$ cat config.mk
export PLATFORM = sky130hd
export DESIGN_NAME = seq_restoring_divider
export DESIGN_NICKNAME = d
export VERILOG_FILES = /design/src/rtl/seq_restoring_divider.sv
export SDC_FILE = /design/constraint.sdc
export NUM_CORES = 1
export LEC_CHECK = 0
export ABC_AREA = 0
export CORE_ASPECT_RATIO = 0.5
export CORE_MARGIN = 2
export CORE_UTILIZATION = 57
export CTS_CLUSTER_SIZE = 30
export DETAILED_ROUTE_END_ITERATION = 12
export HOLD_SLACK_MARGIN = 0.1
export PLACE_DENSITY_LB_ADDON = 0.12
export SYNTH_ARGS = -nofsm -noshare
export SYNTH_HDL_FRONTEND = slang
export SYNTH_SLANG_ARGS = --single-unit
$ cat constraint.sdc
create_clock -name clk -period 7.18 [get_ports clk]
set_clock_uncertainty 0.2 [all_clocks]
set_input_delay 1.077 -clock clk [delete_from_list [all_inputs] [get_ports clk]]
set_output_delay 1.077 -clock clk [all_outputs]
set_load 0.1 [all_outputs]
$ cat src/rtl/seq_restoring_divider.sv
// ----------------------------------------------------------------------------
// seq_restoring_divider
//
// Multi-cycle unsigned divider: quotient = dividend / divisor and
// remainder = dividend % divisor. One restoring-division iteration runs per
// clock. Every iteration uses the same (N+1)-bit subtractor instance.
//
// Handshake:
//   - start is sampled only in IDLE.
//   - busy is high while the iteration loop runs.
//   - done pulses for one cycle when results are updated.
//   - A zero divisor skips the loop. The unit reports quotient = all ones,
//     remainder = dividend and div_by_zero = 1, with done one cycle later.
//
// Ports:
//   clk          in   system clock, rising edge
//   rst          in   synchronous, active-high reset
//   start        in   operation request, sampled only in IDLE
//   dividend     in   [N-1:0] numerator, captured on an accepted start
//   divisor      in   [N-1:0] denominator, captured on an accepted start
//   busy         out  high while iterating
//   done         out  one-cycle completion pulse
//   quotient     out  [N-1:0] result, held until the next completion
//   remainder    out  [N-1:0] result, held until the next completion
//   div_by_zero  out  flag for the last completed operation
// ----------------------------------------------------------------------------

// ----------------------------------------------------------------------------
// subtractor_parallel
//
// Word-wide subtractor with borrow in and borrow out:
//   {bout, diff} = a - b - bin
// bout is set when the true result is negative.
//
// Ports:
//   a     in   [W-1:0] minuend
//   b     in   [W-1:0] subtrahend
//   bin   in   borrow in
//   diff  out  [W-1:0] difference modulo 2**W
//   bout  out  borrow out
// ----------------------------------------------------------------------------
module subtractor_parallel #(
    parameter int W = 9
) (
    input  logic [W-1:0] a,
    input  logic [W-1:0] b,
    input  logic         bin,
    output logic [W-1:0] diff,
    output logic         bout
);

    // The subtraction is done one bit wider than the operands. A negative
    // result wraps, which leaves the extra MSB set; that MSB is the borrow.
    logic [W:0] wide;

    assign wide = {1'b0, a} - {1'b0, b} - {{W{1'b0}}, bin};
    assign diff = wide[W-1:0];
    assign bout = wide[W];

endmodule

module seq_restoring_divider #(
    parameter int N = 8
) (
    input  logic         clk,
    input  logic         rst,
    input  logic         start,
    input  logic [N-1:0] dividend,
    input  logic [N-1:0] divisor,
    output logic         busy,
    output logic         done,
    output logic [N-1:0] quotient,
    output logic [N-1:0] remainder,
    output logic         div_by_zero
);

    localparam int CNT_W = (N > 1) ? $clog2(N) : 1;
    localparam logic [CNT_W-1:0] LAST_ITER = CNT_W'(N - 1);

    typedef enum logic [1:0] {
        IDLE = 2'd0,
        CALC = 2'd1,
        DONE = 2'd2
    } state_t;

    state_t state;
    state_t state_next;

    // Iteration state: partial remainder, the shift register holding the
    // unconsumed dividend bits / built-up quotient bits, the captured
    // divisor and the iteration counter.
    logic [N-1:0]     r_reg;
    logic [N-1:0]     q_reg;
    logic [N-1:0]     divisor_reg;
    logic [CNT_W-1:0] count;

    // Shared subtractor signals.
    logic [N:0] trial;
    logic [N:0] sub_diff;
    logic       sub_bout;
    logic       unused_diff_msb;

    logic [N-1:0] r_next;
    logic [N-1:0] q_next;
    logic         last_iter;
    logic         accept;
    logic         divisor_zero;

    // ------------------------------------------------------------------
    // Iteration datapath
    // ------------------------------------------------------------------
    // Shift the next dividend bit into the partial remainder, then try to
    // subtract the divisor.
    assign trial = {r_reg, q_reg[N-1]};

    subtractor_parallel #(
        .W (N + 1)
    ) u_sub (
        .a    (trial),
        .b    ({1'b0, divisor_reg}),
        .bin  (1'b0),
        .diff (sub_diff),
        .bout (sub_bout)
    );

    // When there is no borrow, trial < 2*divisor. The difference then fits
    // in N bits, so its MSB carries no information.
    assign unused_diff_msb = sub_diff[N];

    // No borrow: keep the difference and emit a 1 quotient bit.
    // Borrow: restore the shifted remainder and emit a 0 quotient bit.
    assign r_next = sub_bout ? trial[N-1:0] : sub_diff[N-1:0];
    assign q_next = {q_reg[N-2:0], ~sub_bout};

    assign last_iter    = (count == LAST_ITER);
    assign divisor_zero = (divisor == '0);
    assign accept       = (state == IDLE) && start;

    // ------------------------------------------------------------------
    // FSM state register
    // ------------------------------------------------------------------
    always_ff @(posedge clk) begin
        if (rst) begin
            state <= IDLE;
        end else begin
            state <= state_next;
        end
    end

    // ------------------------------------------------------------------
    // FSM next-state logic
    // ------------------------------------------------------------------
    always_comb begin
        state_next = state;
        case (state)
            IDLE: begin
                if (start) begin
                    state_next = divisor_zero ? DONE : CALC;
                end
            end
            CALC: begin
                if (last_iter) begin
                    state_next = DONE;
                end
            end
            DONE: begin
                state_next = IDLE;
            end
            default: begin
                state_next = IDLE;
            end
        endcase
    end

    // Status outputs are decoded from the registered state, so they are
    // glitch-free and change only on a clock edge.
    assign busy = (state == CALC);
    assign done = (state == DONE);

    // ------------------------------------------------------------------
    // Iteration registers and result registers
    // ------------------------------------------------------------------
    always_ff @(posedge clk) begin
        if (rst) begin
            r_reg       <= '0;
            q_reg       <= '0;
            divisor_reg <= '0;
            count       <= '0;
            quotient    <= '0;
            remainder   <= '0;
            div_by_zero <= 1'b0;
        end else begin
            case (state)
                IDLE: begin
                    if (accept) begin
                        if (divisor_zero) begin
                            // Skip the loop and publish the fixed
                            // divide-by-zero result immediately.
                            quotient    <= '1;
                            remainder   <= dividend;
                            div_by_zero <= 1'b1;
                        end else begin
                            divisor_reg <= divisor;
                            q_reg       <= dividend;
                            r_reg       <= '0;
                            count       <= '0;
                        end
                    end
                end
                CALC: begin
                    r_reg <= r_next;
                    q_reg <= q_next;
                    count <= count + CNT_W'(1);
                    if (last_iter) begin
                        quotient    <= q_next;
                        remainder   <= r_next;
                        div_by_zero <= 1'b0;
                    end
                end
                default: begin
                    // DONE: results are already published. Nothing to update.
                end
            endcase
        end
    end

endmodule

Yosys cells after proc, flatten, opt, wreduce, memory -nomap -nowiden
Index checks and enable logic that the tools add are counted.
{"block": "word_totals", "ff_bits": 46, "in_bits": 19, "wordCells": 54}
{"block": "op_classes", "add_sub_neg": 2, "eq_ne": 8, "mux": 26, "n_bitwise": 2, "n_reduce_logical": 8}
{"cell": "two-way mux 8 bit", "count": 11}
{"cell": "case mux 8 bit (2 select lines)", "count": 4}
{"cell": "subtractor 9 x 8 -> 10 bit", "count": 1}
{"cell": "zero test 8 bit", "count": 1}
{"cell": "inequality test 2 bit (second input constant)", "count": 4}
{"cell": "two-way mux 2 bit", "count": 3}
{"cell": "two-way mux 3 bit", "count": 2}
{"cell": "case mux 3 bit (2 select lines)", "count": 1}
{"cell": "AND reduction 3 bit", "count": 2}
{"cell": "case mux 2 bit (2 select lines)", "count": 1}
{"cell": "AND reduction 4 bit", "count": 1}
{"cell": "adder 3 x 1 -> 3 bit (second input constant)", "count": 1}
{"cell": "== test 3 bit (second input constant)", "count": 1}
{"cell": "two-way mux 1 bit", "count": 3}
{"cell": "== test 2 x 1 -> 1 bit (second input constant)", "count": 1}
{"cell": "== test 2 bit (second input constant)", "count": 1}
{"cell": "zero test 2 bit", "count": 1}
{"cell": "inequality test 2 x 1 -> 1 bit (second input constant)", "count": 1}
{"cell": "inverter 1 bit", "count": 2}
{"cell": "case mux 1 bit (2 select lines)", "count": 1}
{"cell": "AND reduction 2 bit", "count": 1}
{"cell": "nonzero test 2 bit", "count": 1}
{"cell": "logical AND 1 bit", "count": 1}

Logic depth before layout (Yosys ltp)
{"block": "depth", "ltp_word": 4, "mapped_depth": 9, "mapped_depth_nobuf": 9}

Hierarchy
Synthesis repeated with hierarchy kept, for this count alone.
{"block": "unflattened", "hier_cells": 287, "area_unflattened_um2": 2486.1}
{"module": "seq_restoring_divider", "n_inst": 1, "cells_each": 210, "area_each_um2": 1938.1, "seq_area_each_um2": 920.9}
{"module": "subtractor_parallel", "n_inst": 1, "cells_each": 77, "area_each_um2": 548.0, "seq_area_each_um2": 0.0}

Least setup slack after synthesis
OpenSTA, ideal clock, no wires.
{"block": "synth_path", "path_kind": "reg2out", "from": "reg state[1]", "to": "out done", "arrival_time_ps": 1799, "path_slack_ps": 4104, "stages_incl_launch_ff": 2, "n_path_buf": 0, "path_cell_list": "dfxtp_1 nor2b_1"}
{"block": "synth_via", "elab_chain_len": 1}
{"item": "start, declared", "line": "86", "rtl": "state_t state;"}
{"item": "start signal, assigned", "line": "146", "rtl": "state <= state_next;"}
{"item": "== test 2 bit", "line": "178", "rtl": "assign done = (state == DONE);"}
{"item": "end, declared", "line": "71", "rtl": "output logic done,"}
No other way between the ends.

Worst setup path in the final report
{"block": "layout_path", "from": "reg state[1]", "to": "out busy"}
{"block": "layout_via", "elab_chain_len": 1}
{"item": "== test 2 x 1 -> 1 bit", "line": "177", "rtl": "assign busy = (state == CALC);"}
{"item": "end, declared", "line": "70", "rtl": "output logic busy,"}
No other way between the ends.

==> results_dict.tcl <==
set metrics [dict create \
    status "finished clean" \
    ys_seq_elements 46 \
    chipHeight_um 48.9 \
    cp_slowest_stage_delay_ps 1140 \
    slew_viol_final 0 \
    ys.flop_type "dfxtp_1" \
    avgSynthCellArea_um2 8.44 \
    wire_per_inst_um 15.0 \
    critPathBufInv 2 \
    finalSetupViolations 0 \
    syn_nets 302 \
    async_flop_share 0 \
    fin_nets 334 \
    crit_fanout 22 \
    dieWidth_um 93.8 \
    synthTopCellsByArea "dfxtp_1, nor2_1, ha_1, nand2_1, mux2i_1" \
    grt_pass1_wl_mm 9.07 \
    multi_input_area_mm2 0.00126 \
    grt_pass1_vias 1931 \
    cts_tree "built" \
    drv_cap 0 \
    grt_use_total 0.252 \
    gp_congestion 0.874 \
    num_vias 2071 \
    hpwlAfterDp_mm 3.96 \
    clk_pin_slew_ps 90 \
    netlist.area_leader.share 0.401 \
    die_area_mm2 0.00458 \
    setup-tns-final_ps 0 \
    slew_headroom 0.352 \
    insertion_delay_ps 300 \
    start_kind "flip-flop" \
    gr-total-overflow 0 \
    holdWs_ps 270 \
    drive_gt1_frac 0.0623 \
    regArea_um2 921 \
    numPortBuffers 37 \
    drt_iter0_markers 128 \
    p_per_area_mw_per_mm2 216 \
    netlist_top_cells_count "nor2_1, dfxtp_1, nand2_1" \
    numCtsBuffers 5 \
    cts_resized 0 \
    initial_core_util 0.591 \
    slowest_stage "clkdlybuf4s50_1" \
    worst_ep_arrival_time_ps 3270 \
    yosysSeqAreaShare 0.401 \
    tightest_slew_ps 968 \
    worstSetupPathType "reg2out" \
    n_antenna_cell 0 \
    critPathRequiredTime_ps 5900 \
    end_kind "primary output" \
    antenna_found_initial 0 \
    syn-cell-area_mm2 0.00230 \
    clockBufferDepth 2 \
    routed_wl_mm 5.39 \
    leakagePower_nw 1.05 \
    fillers 309 \
    synth_cell_type_count 47 \
    path_delay_family "buffers and inverters" \
    clock-root-buffer "clkbuf_8" \
    coreArea_mm2 0.00388 \
    yosysMostFrequentCell "nor2_1" \
    row_count 16 \
    io_pins 38 \
    cts_setup_buffers 0 \
    area_delta_synth_final_pct 20.8 \
    cts_hold_buf 0 \
    ys_warn_count 0 \
    first_pass_iters 4 \
    crit_chain "nand2b_1 > clkinv_1 > clkdlybuf4s50_1" \
    hp-class "reg2reg" \
    hold_viol_final 0 \
    post_drt_via_cell_ratio 5.77 \
    fmax_ghz 0.220 \
    synthesis.instances 272 \
    ant_nets 0 \
    clkSinkCount 46 \
    drc 0 \
    synth_area_leader_cell "dfxtp_1" \
    ir_worst_vdd_mv 0.138 \
    grt_start_max_net_pins 43 \
    htree_levels 2 \
    fin_crit_sh 0.633 \
    post-route-min-period_ps 4550 \
    grt_setup_unrepaired "false" \
    synth-edff-count 0 \
]
[report_power, final]
part	leakage, nW	switching (mW)	internal [mW]
clock	0.0408	0.0956	0.0697
sequential	0.375	0.00940	0.267
combinational	0.632	0.0951	0.0618
[cells in the final DEF, fill, tap and decap left out, types with 3 or more instances in the layout]
cell and n:
ha_1 10, nand3_1 6, nor2b_1 4, nor2_1 57, and2_1 5, a211oi_1 10
o21ai_0 9, nand2b_1 5, inv_1 13, o21a_1 4, a311oi_1 8, or4_1 3
dfxtp_1 46, mux2i_1 9, clkbuf_8 5, a31oi_1 6, clkdlybuf4s50_1 37, nand2_1 26
a21oi_1 5
[layer usage]
layer,routed length [um],share of wire,track usage
met4,97,0.018,0.0797
met2,2330,0.43,0.385
met1,2520,0.47,0.354
met3,451,0.084,0.0587
met5,0,0,0
[layout make-up]
class	instances	area share
Multi-Input combinational cell	199	0.455
Clock inverter	3	0.00857
Inverter	14	0.0189
Tap cell	54	0.0244
Sequential cell	46	0.332
Clock buffer	5	0.0248
Timing Repair Buffer	38	0.136
[worst register-to-register path, stage by stage, from the launching register on]
cell	delay [ps]
dfxtp_1	450
nand2b_1	660
clkinv_1	710
and2_1	460
nor2_1	130
nand2_1	60
o21ai_0	100
a311oi_1	70
[worst paths after layout]
| kind | startpoint | endpoint | slack (ps) | cells past startpoint |
|---|---|---|---|---|
| worst max register to register | state[1]$_SDFFE_PP0P_ | remainder[5]$_SDFFE_PP0P_ | 4220 | 7 |
| worst min-delay path | r_reg[7]$_SDFFE_PP0P_ | r_reg[7]$_SDFFE_PP0P_ | 270 | 2 |
| worst min register to register | r_reg[7]$_SDFFE_PP0P_ | r_reg[7]$_SDFFE_PP0P_ | 270 | 2 |
| worst max-delay path | state[1]$_SDFFE_PP0P_ | busy | 2630 | 3 |
[cells by family after synthesis]
family / Yosys count / share of synthesized area
AO/OA/AOI/OAI: 64 / 0.216
adder cells (fa/ha/maj): 11 / 0.0632
buffers and inverters: 27 / 0.0490
flip-flops: 46 / 0.401
multiplexers: 11 / 0.0523
AND/OR/NAND/NOR: 113 / 0.218
[stage by stage]
stage	std cells	area [um^2]	total power [mW]	setup slack [ps]	util
final	359	2770	0.599	2630	0.714
after floorplan	272	2300	0.395	4100	-
after global routing	359	2770	0.630	2450	0.714
after CTS	359	2770	0.599	2640	0.714
after global placement	351	2680	0.431	3070	0.690
after detailed placement	351	2680	0.435	3000	0.690
Power figures use the tool's default switching activity.
